### src/rtl/mem_arbiter_if.sv
`default_nettype none
// ============================================================================
// Module      : mem_arbiter_if
// Description : Bundles the fetch, data and main-memory signals of mem_arbiter.
// Revision    : 1.0 - initial release
// ============================================================================
interface mem_arbiter_if #(
    parameter int DATA_W = 32,
    parameter int ADDR_W = 32
);
    logic              imem_req;
    logic [ADDR_W-1:0] imem_addr;
    logic              imem_ready;
    logic [DATA_W-1:0] imem_data_out;

    logic              dmem_re;
    logic              dmem_wr;
    logic [ADDR_W-1:0] dmem_addr;
    logic [DATA_W-1:0] dmem_wdata;
    logic              dmem_ready;
    logic [DATA_W-1:0] dmem_data_out;

    logic [ADDR_W-1:0] mem_addr;
    logic [DATA_W-1:0] mem_wdata;
    logic              oen_mem_re;
    logic              oen_mem_wr;
    logic              mem_ready;
    logic [DATA_W-1:0] data_out;

    // Requesters and main memory
    modport master (
        output imem_req, imem_addr, dmem_re, dmem_wr, dmem_addr, dmem_wdata,
               mem_ready, data_out,
        input  imem_ready, imem_data_out, dmem_ready, dmem_data_out,
               mem_addr, mem_wdata, oen_mem_re, oen_mem_wr
    );

    // The arbiter
    modport slave (
        input  imem_req, imem_addr, dmem_re, dmem_wr, dmem_addr, dmem_wdata,
               mem_ready, data_out,
        output imem_ready, imem_data_out, dmem_ready, dmem_data_out,
               mem_addr, mem_wdata, oen_mem_re, oen_mem_wr
    );
endinterface
`default_nettype wire

### src/rtl/mem_arbiter.sv
`default_nettype none
// ============================================================================
// Module      : mem_arbiter
// Description : Two-requester (fetch/data) arbiter onto one memory port.
//               MEM_ARB_FAIR_EN adds last-owner starvation avoidance.
// Revision    : 1.0 - initial release
// ============================================================================
module mem_arbiter #(
    parameter int DATA_W = 32,
    parameter int ADDR_W = 32
) (
    input  wire logic     clk,
    input  wire logic     rst,
    mem_arbiter_if.slave  bus
);
    typedef enum logic [1:0] {
        IDLE   = 2'd0,
        IGRANT = 2'd1,
        DGRANT = 2'd2
    } state_t;

    state_t            state_q, state_d;
    logic [ADDR_W-1:0] addr_q, addr_d;
    logic [DATA_W-1:0] wdata_q, wdata_d;
    logic              wr_q, wr_d;
    logic              w_dmem_pend;
    logic              w_pick_imem;

    assign w_dmem_pend = bus.dmem_re | bus.dmem_wr;

`ifdef MEM_ARB_FAIR_EN
    logic last_dmem_q;
    logic last_dmem_d;

    // Fetch wins a tie only if data owned the previous grant
    assign w_pick_imem = bus.imem_req & (~w_dmem_pend | last_dmem_q);
    assign last_dmem_d = (state_q != IDLE)  ? last_dmem_q :
                         w_pick_imem        ? 1'b0        :
                         w_dmem_pend        ? 1'b1        : last_dmem_q;

    always_ff @(posedge clk or posedge rst) begin
        if (rst) begin
            last_dmem_q <= 1'b0;
        end else begin
            last_dmem_q <= last_dmem_d;
        end
    end
`else
    assign w_pick_imem = bus.imem_req & ~w_dmem_pend;
`endif

    always_ff @(posedge clk or posedge rst) begin
        if (rst) begin
            state_q <= IDLE;
            addr_q  <= '0;
            wdata_q <= '0;
            wr_q    <= 1'b0;
        end else begin
            state_q <= state_d;
            addr_q  <= addr_d;
            wdata_q <= wdata_d;
            wr_q    <= wr_d;
        end
    end

    always_comb begin
        state_d           = state_q;
        addr_d            = addr_q;
        wdata_d           = wdata_q;
        wr_d              = wr_q;
        bus.mem_addr      = '0;
        bus.mem_wdata     = '0;
        bus.oen_mem_re    = 1'b0;
        bus.oen_mem_wr    = 1'b0;
        bus.imem_ready    = 1'b0;
        bus.imem_data_out = '0;
        bus.dmem_ready    = 1'b0;
        bus.dmem_data_out = '0;

        case (state_q)
            IDLE: begin
                if (w_pick_imem) begin
                    state_d = IGRANT;
                    addr_d  = bus.imem_addr;
                    wdata_d = '0;
                    wr_d    = 1'b0;
                end else if (w_dmem_pend) begin
                    // Simultaneous read and write resolves to the write
                    state_d = DGRANT;
                    addr_d  = bus.dmem_addr;
                    wr_d    = bus.dmem_wr;
                    wdata_d = bus.dmem_wr ? bus.dmem_wdata : '0;
                end
            end
            IGRANT, DGRANT: begin
                bus.mem_addr   = addr_q;
                bus.mem_wdata  = wdata_q;
                bus.oen_mem_wr = wr_q;
                bus.oen_mem_re = ~wr_q;
                if (bus.mem_ready) begin
                    state_d = IDLE;
                    if (state_q == IGRANT) begin
                        bus.imem_ready    = 1'b1;
                        bus.imem_data_out = bus.data_out;
                    end else begin
                        bus.dmem_ready    = 1'b1;
                        bus.dmem_data_out = wr_q ? '0 : bus.data_out;
                    end
                end
            end
            default: state_d = IDLE;
        endcase
    end
endmodule
`default_nettype wire

### src/flat_wrapper.sv
// flat-port wrapper written by rule: the top's interface ports become plain ports
module mem_arbiter_flat 
#(
    parameter int DATA_W = 32,
    parameter int ADDR_W = 32
)
  (clk, rst, bus_imem_req, bus_imem_addr, bus_dmem_re, bus_dmem_wr, bus_dmem_addr, bus_dmem_wdata, bus_mem_ready, bus_data_out, bus_imem_ready, bus_imem_data_out, bus_dmem_ready, bus_dmem_data_out, bus_mem_addr, bus_mem_wdata, bus_oen_mem_re, bus_oen_mem_wr);
  mem_arbiter_if #(.DATA_W(DATA_W), .ADDR_W(ADDR_W)) bus_i ();
  input  wire logic clk;
  input  wire logic rst;
  input wire logic [$bits(bus_i.imem_req)-1:0] bus_imem_req;
  input wire logic [$bits(bus_i.imem_addr)-1:0] bus_imem_addr;
  input wire logic [$bits(bus_i.dmem_re)-1:0] bus_dmem_re;
  input wire logic [$bits(bus_i.dmem_wr)-1:0] bus_dmem_wr;
  input wire logic [$bits(bus_i.dmem_addr)-1:0] bus_dmem_addr;
  input wire logic [$bits(bus_i.dmem_wdata)-1:0] bus_dmem_wdata;
  input wire logic [$bits(bus_i.mem_ready)-1:0] bus_mem_ready;
  input wire logic [$bits(bus_i.data_out)-1:0] bus_data_out;
  output wire logic [$bits(bus_i.imem_ready)-1:0] bus_imem_ready;
  output wire logic [$bits(bus_i.imem_data_out)-1:0] bus_imem_data_out;
  output wire logic [$bits(bus_i.dmem_ready)-1:0] bus_dmem_ready;
  output wire logic [$bits(bus_i.dmem_data_out)-1:0] bus_dmem_data_out;
  output wire logic [$bits(bus_i.mem_addr)-1:0] bus_mem_addr;
  output wire logic [$bits(bus_i.mem_wdata)-1:0] bus_mem_wdata;
  output wire logic [$bits(bus_i.oen_mem_re)-1:0] bus_oen_mem_re;
  output wire logic [$bits(bus_i.oen_mem_wr)-1:0] bus_oen_mem_wr;
  assign bus_i.imem_req = bus_imem_req;
  assign bus_i.imem_addr = bus_imem_addr;
  assign bus_i.dmem_re = bus_dmem_re;
  assign bus_i.dmem_wr = bus_dmem_wr;
  assign bus_i.dmem_addr = bus_dmem_addr;
  assign bus_i.dmem_wdata = bus_dmem_wdata;
  assign bus_i.mem_ready = bus_mem_ready;
  assign bus_i.data_out = bus_data_out;
  assign bus_imem_ready = bus_i.imem_ready;
  assign bus_imem_data_out = bus_i.imem_data_out;
  assign bus_dmem_ready = bus_i.dmem_ready;
  assign bus_dmem_data_out = bus_i.dmem_data_out;
  assign bus_mem_addr = bus_i.mem_addr;
  assign bus_mem_wdata = bus_i.mem_wdata;
  assign bus_oen_mem_re = bus_i.oen_mem_re;
  assign bus_oen_mem_wr = bus_i.oen_mem_wr;
  mem_arbiter #(.DATA_W(DATA_W), .ADDR_W(ADDR_W)) u_core (.clk(clk), .rst(rst), .bus(bus_i));
endmodule
### config.mk
export PLATFORM = sky130hd
export DESIGN_NAME = mem_arbiter_flat
export DESIGN_NICKNAME = d
export VERILOG_FILES = /design/src/rtl/mem_arbiter_if.sv /design/src/rtl/mem_arbiter.sv /design/src/flat_wrapper.sv
export SDC_FILE = /design/constraint.sdc
export NUM_CORES = 1
export LEC_CHECK = 0
export ABC_AREA = 1
export BUFFER_PORTS_ARGS = -buffer_cell sky130_fd_sc_hd__buf_2
export CORE_AREA = 2 2 102 104
export DETAILED_ROUTE_END_ITERATION = 10
export DIE_AREA = 0 0 104 106
export GPL_ROUTABILITY_DRIVEN = 1
export GPL_TIMING_DRIVEN = 1
export PLACE_DENSITY = 0.9
export SLEW_MARGIN = 25
export SYNTH_ARGS = -nofsm -noshare
export SYNTH_HDL_FRONTEND = slang
export SYNTH_SLANG_ARGS = --single-unit
### constraint.sdc
create_clock -name clk -period 3.6 [get_ports clk]
set_input_delay 0.18 -clock clk [delete_from_list [all_inputs] [get_ports clk]]
set_output_delay 0.18 -clock clk [all_outputs]
set_load 0.02 [all_outputs]
==> impl_metrics.env <==
export IMPL_status="completed"
export IMPL_max_stage_delay_ns=0.71
export IMPL_relSlewSlack_pct=37.0
export IMPL_die_width_um=104
export IMPL_first_pass_iters=4
export IMPL_via_per_inst=4.53
export IMPL_path_cells="inv_1 > ha_2 > inv_2 > nor3_2 > nand2_1 > nor2_1 > buf_2"
export IMPL_drc_errors=0
export IMPL_yosys_warnings=0
export IMPL_end_kind="output pin"
export IMPL_fillers=1017
export IMPL_fin_crit_sh_pct=85.0
export IMPL_h_tree_depth=3
export IMPL_syn_inst=652
export IMPL_cts_sinks=67
export IMPL_p_sw_mw=1.96
export IMPL_worst_setup_path_start_kind="flop"
export IMPL_arrival_ns=2.88
export IMPL_path_buf_inv=3
export IMPL_grt_overflow=0
export IMPL_setup_viol=0
export IMPL_postCtsSetupBuffers=0
export IMPL_coreArea_um2=10000
export IMPL_routed_via_count=4675
export IMPL_p_sw_share_pct=49.0
export IMPL_hold_viol=0
export IMPL_synth_nets=788
export IMPL_ys_types=19
export IMPL_cts_made_buffers=9
export IMPL_min_path_type="input port to flop"
export IMPL_p_leak_nw=4.10
export IMPL_worstPathRequired_ns=3.42
export IMPL_clkTransAtPathRegs_ns=0.07
export IMPL_fp_dieH_um=106
export IMPL_cts_tree="built"
export IMPL_start_util_pct=41.3
export IMPL_rows=37
export IMPL_p_int_mw=2.04
export IMPL_maxCapViolCount=0
export IMPL_power_density_nw_per_um2=714
export IMPL_ir_drop_mv=0.368
export IMPL_drtIter0Drc=363
export IMPL_gp_congestion=0.828
export IMPL_dieArea_um2=11000
export IMPL_criticalPathCategory="flop to output pin"
export IMPL_finalNetCount=1029
export IMPL_grt_usage_pct=21.9
export IMPL_dp_hpwl_um=9190
export IMPL_cp_slowest_cell="ha_2"
export IMPL_n_antenna_cell=0
export IMPL_wire_per_inst_um=12.2
export IMPL_clockPowerShare_pct=13.5
export IMPL_io_buffer_count=265
export IMPL_cp_top_family="simple AND/OR/NAND/NOR gates"
export IMPL_clock_skew_ns=0.00680
export IMPL_fin_crit_ns=3.06
export IMPL_seqPwrFrac_pct=32.6
export IMPL_grt_max_degree=65
export IMPL_cts_root_buf="clkbuf_8"
export IMPL_cts_resized=0
export IMPL_syn2layout_area_growth_pct=35.5
export IMPL_drive_gt1_share_pct=32.8
export IMPL_clk_path_buf_depth=2
export IMPL_hold_slack_ns=0.0742
export IMPL_worst_slew_pin_slew_ns=0.943
export IMPL_synth_seq_cells=67
export IMPL_max_freq_mhz=327
export IMPL_syn_area_per_cell_um2=6.33
export IMPL_path_max_fanout=32
export IMPL_drt_wl_total_um=12600
export IMPL_antenna_found_initial=0
export IMPL_grt_pass1_vias=4284
export IMPL_drtAntennaViolNets=0
export IMPL_rsz0062_at_grt="no"
export IMPL_syn_area_um2=4130
export IMPL_p_comb_share_pct=53.9
export IMPL_clkLatencyLatePin_ns=0.33
export IMPL_ys_seq_area_share_pct=40.6
export IMPL_tns_ns=0
export IMPL_ios=266
export IMPL_grt_pass1_wl_um=19900
export IMPL_final_max_slew_viol_count=0
[synthesized netlist by cell type]
library cell,n,area (um2)
a21boi_4,1,18.8
buf_2,14,70.1
buf_4,7,52.6
buf_6,7,78.8
clkbuf_1,13,48.8
dfrtp_1,67,1680
ha_1,2,25.0
inv_1,103,387
inv_2,2,7.51
nand2_1,298,1120
nand2_4,1,11.3
nand2_8,1,20.0
nand3_1,66,330
nand3b_1,1,7.51
nand4_1,1,6.26
nor2_1,65,244
nor2_4,1,11.3
nor3_2,1,10.0
o21ai_0,1,5.00
[per-layer routing]
| layer | track usage [%] | vias to the layer above | part of all wire, % |
|---|---|---|---|
| met4 | 6.56 | 0 | 1.6 |
| met5 | 0 | - | 0 |
| li1 | - | 2371 | - |
| met1 | 25.5 | 2118 | 41 |
| met3 | 4.29 | 12 | 6.1 |
| met2 | 40.8 | 174 | 52 |
[metrics by stage]
stage	util [%]	cell area, um2	std cells	setup slack (ns)	power [mW]
floorplan	-	4130	652	1.64	2.86
global placement	54.2	5420	1017	0.947	3.42
detailed placement	54.2	5420	1017	0.844	3.48
CTS	55.9	5590	1032	0.550	4.04
global route	56.0	5600	1032	0.280	4.33
finish	56.0	5600	1032	0.538	3.99
[worst min-delay path: stages]
cell and delay (ns):
buf_2 0.08, nand3_1 0.06, nand2_1 0.06
[cell families after synthesis]
logic type                 after synthesis  synth area share (%)
AOI/OAI and AO/OA                        2                 0.576
DFF                                     67                  40.6
buffers and inverters                  146                  15.6
adders and majority gates                2                 0.606
and+or+nand+nor                        435                  42.6
[registers in the layout (all words and copies together), names as in the netlist]
name / flops
u_core.state_q: 2
u_core.addr_q: 32
u_core.wr_q: 1
u_core.wdata_q: 32
[power by group through the flow]
stage	logic (mW)	clock network (mW)	registers [mW]
3_5_place_dp	2.18	0	1.30
6_report	2.15	0.541	1.30
4_1_cts	2.18	0.559	1.30
3_3_place_gp	2.14	0	1.29
5_1_grt	2.39	0.603	1.34
2_1_floorplan	1.61	0	1.25
[area by class of cell]
cell class              count  area, um2  share of cell area (%)
multi-input cells         439       1810                    32.4
flip-flops and latches     67       1680                    30.0
repair buffers            271       1370                    24.5
inverters                 105        397                    7.09
well taps                 136        170                    3.04
clock buffers              11        151                    2.71
clock inverters             3       15.0                   0.268
[timing repair]
action	4_1_cts	5_1_grt
hold endpoints to repair	53	0
endpoints found under the setup margin	0	0
hold buffers	1	0
[cells in the final DEF (no fill, tap or decap), types with 2 or more instances in the layout]
cell and count:
buf_4 5, inv_2 2, clkinv_2 3, clkbuf_8 11, nand3_1 66, inv_1 102
nor2_1 65, nand2_1 297, dfrtp_1 67, buf_2 265
[path summary, 6_finish.rpt]
check,end,cells past startpoint,from,slack [ns]
worst min register to register,u_core.state_q[1],2,u_core.state_q[1],0.47
worst max register to register,u_core.wr_q,5,u_core.state_q[0],1.47
min in group asynchronous,u_core.wdata_q[26],3,rst,0.50
worst max-delay path,bus_dmem_data_out[7],7,u_core.state_q[0],0.54
max in group asynchronous,u_core.addr_q[20],4,rst,2.44
worst min-delay path,u_core.wdata_q[24],3,bus_dmem_wdata[24],0.07
Note: power is estimated with default switching activity, not from simulation.
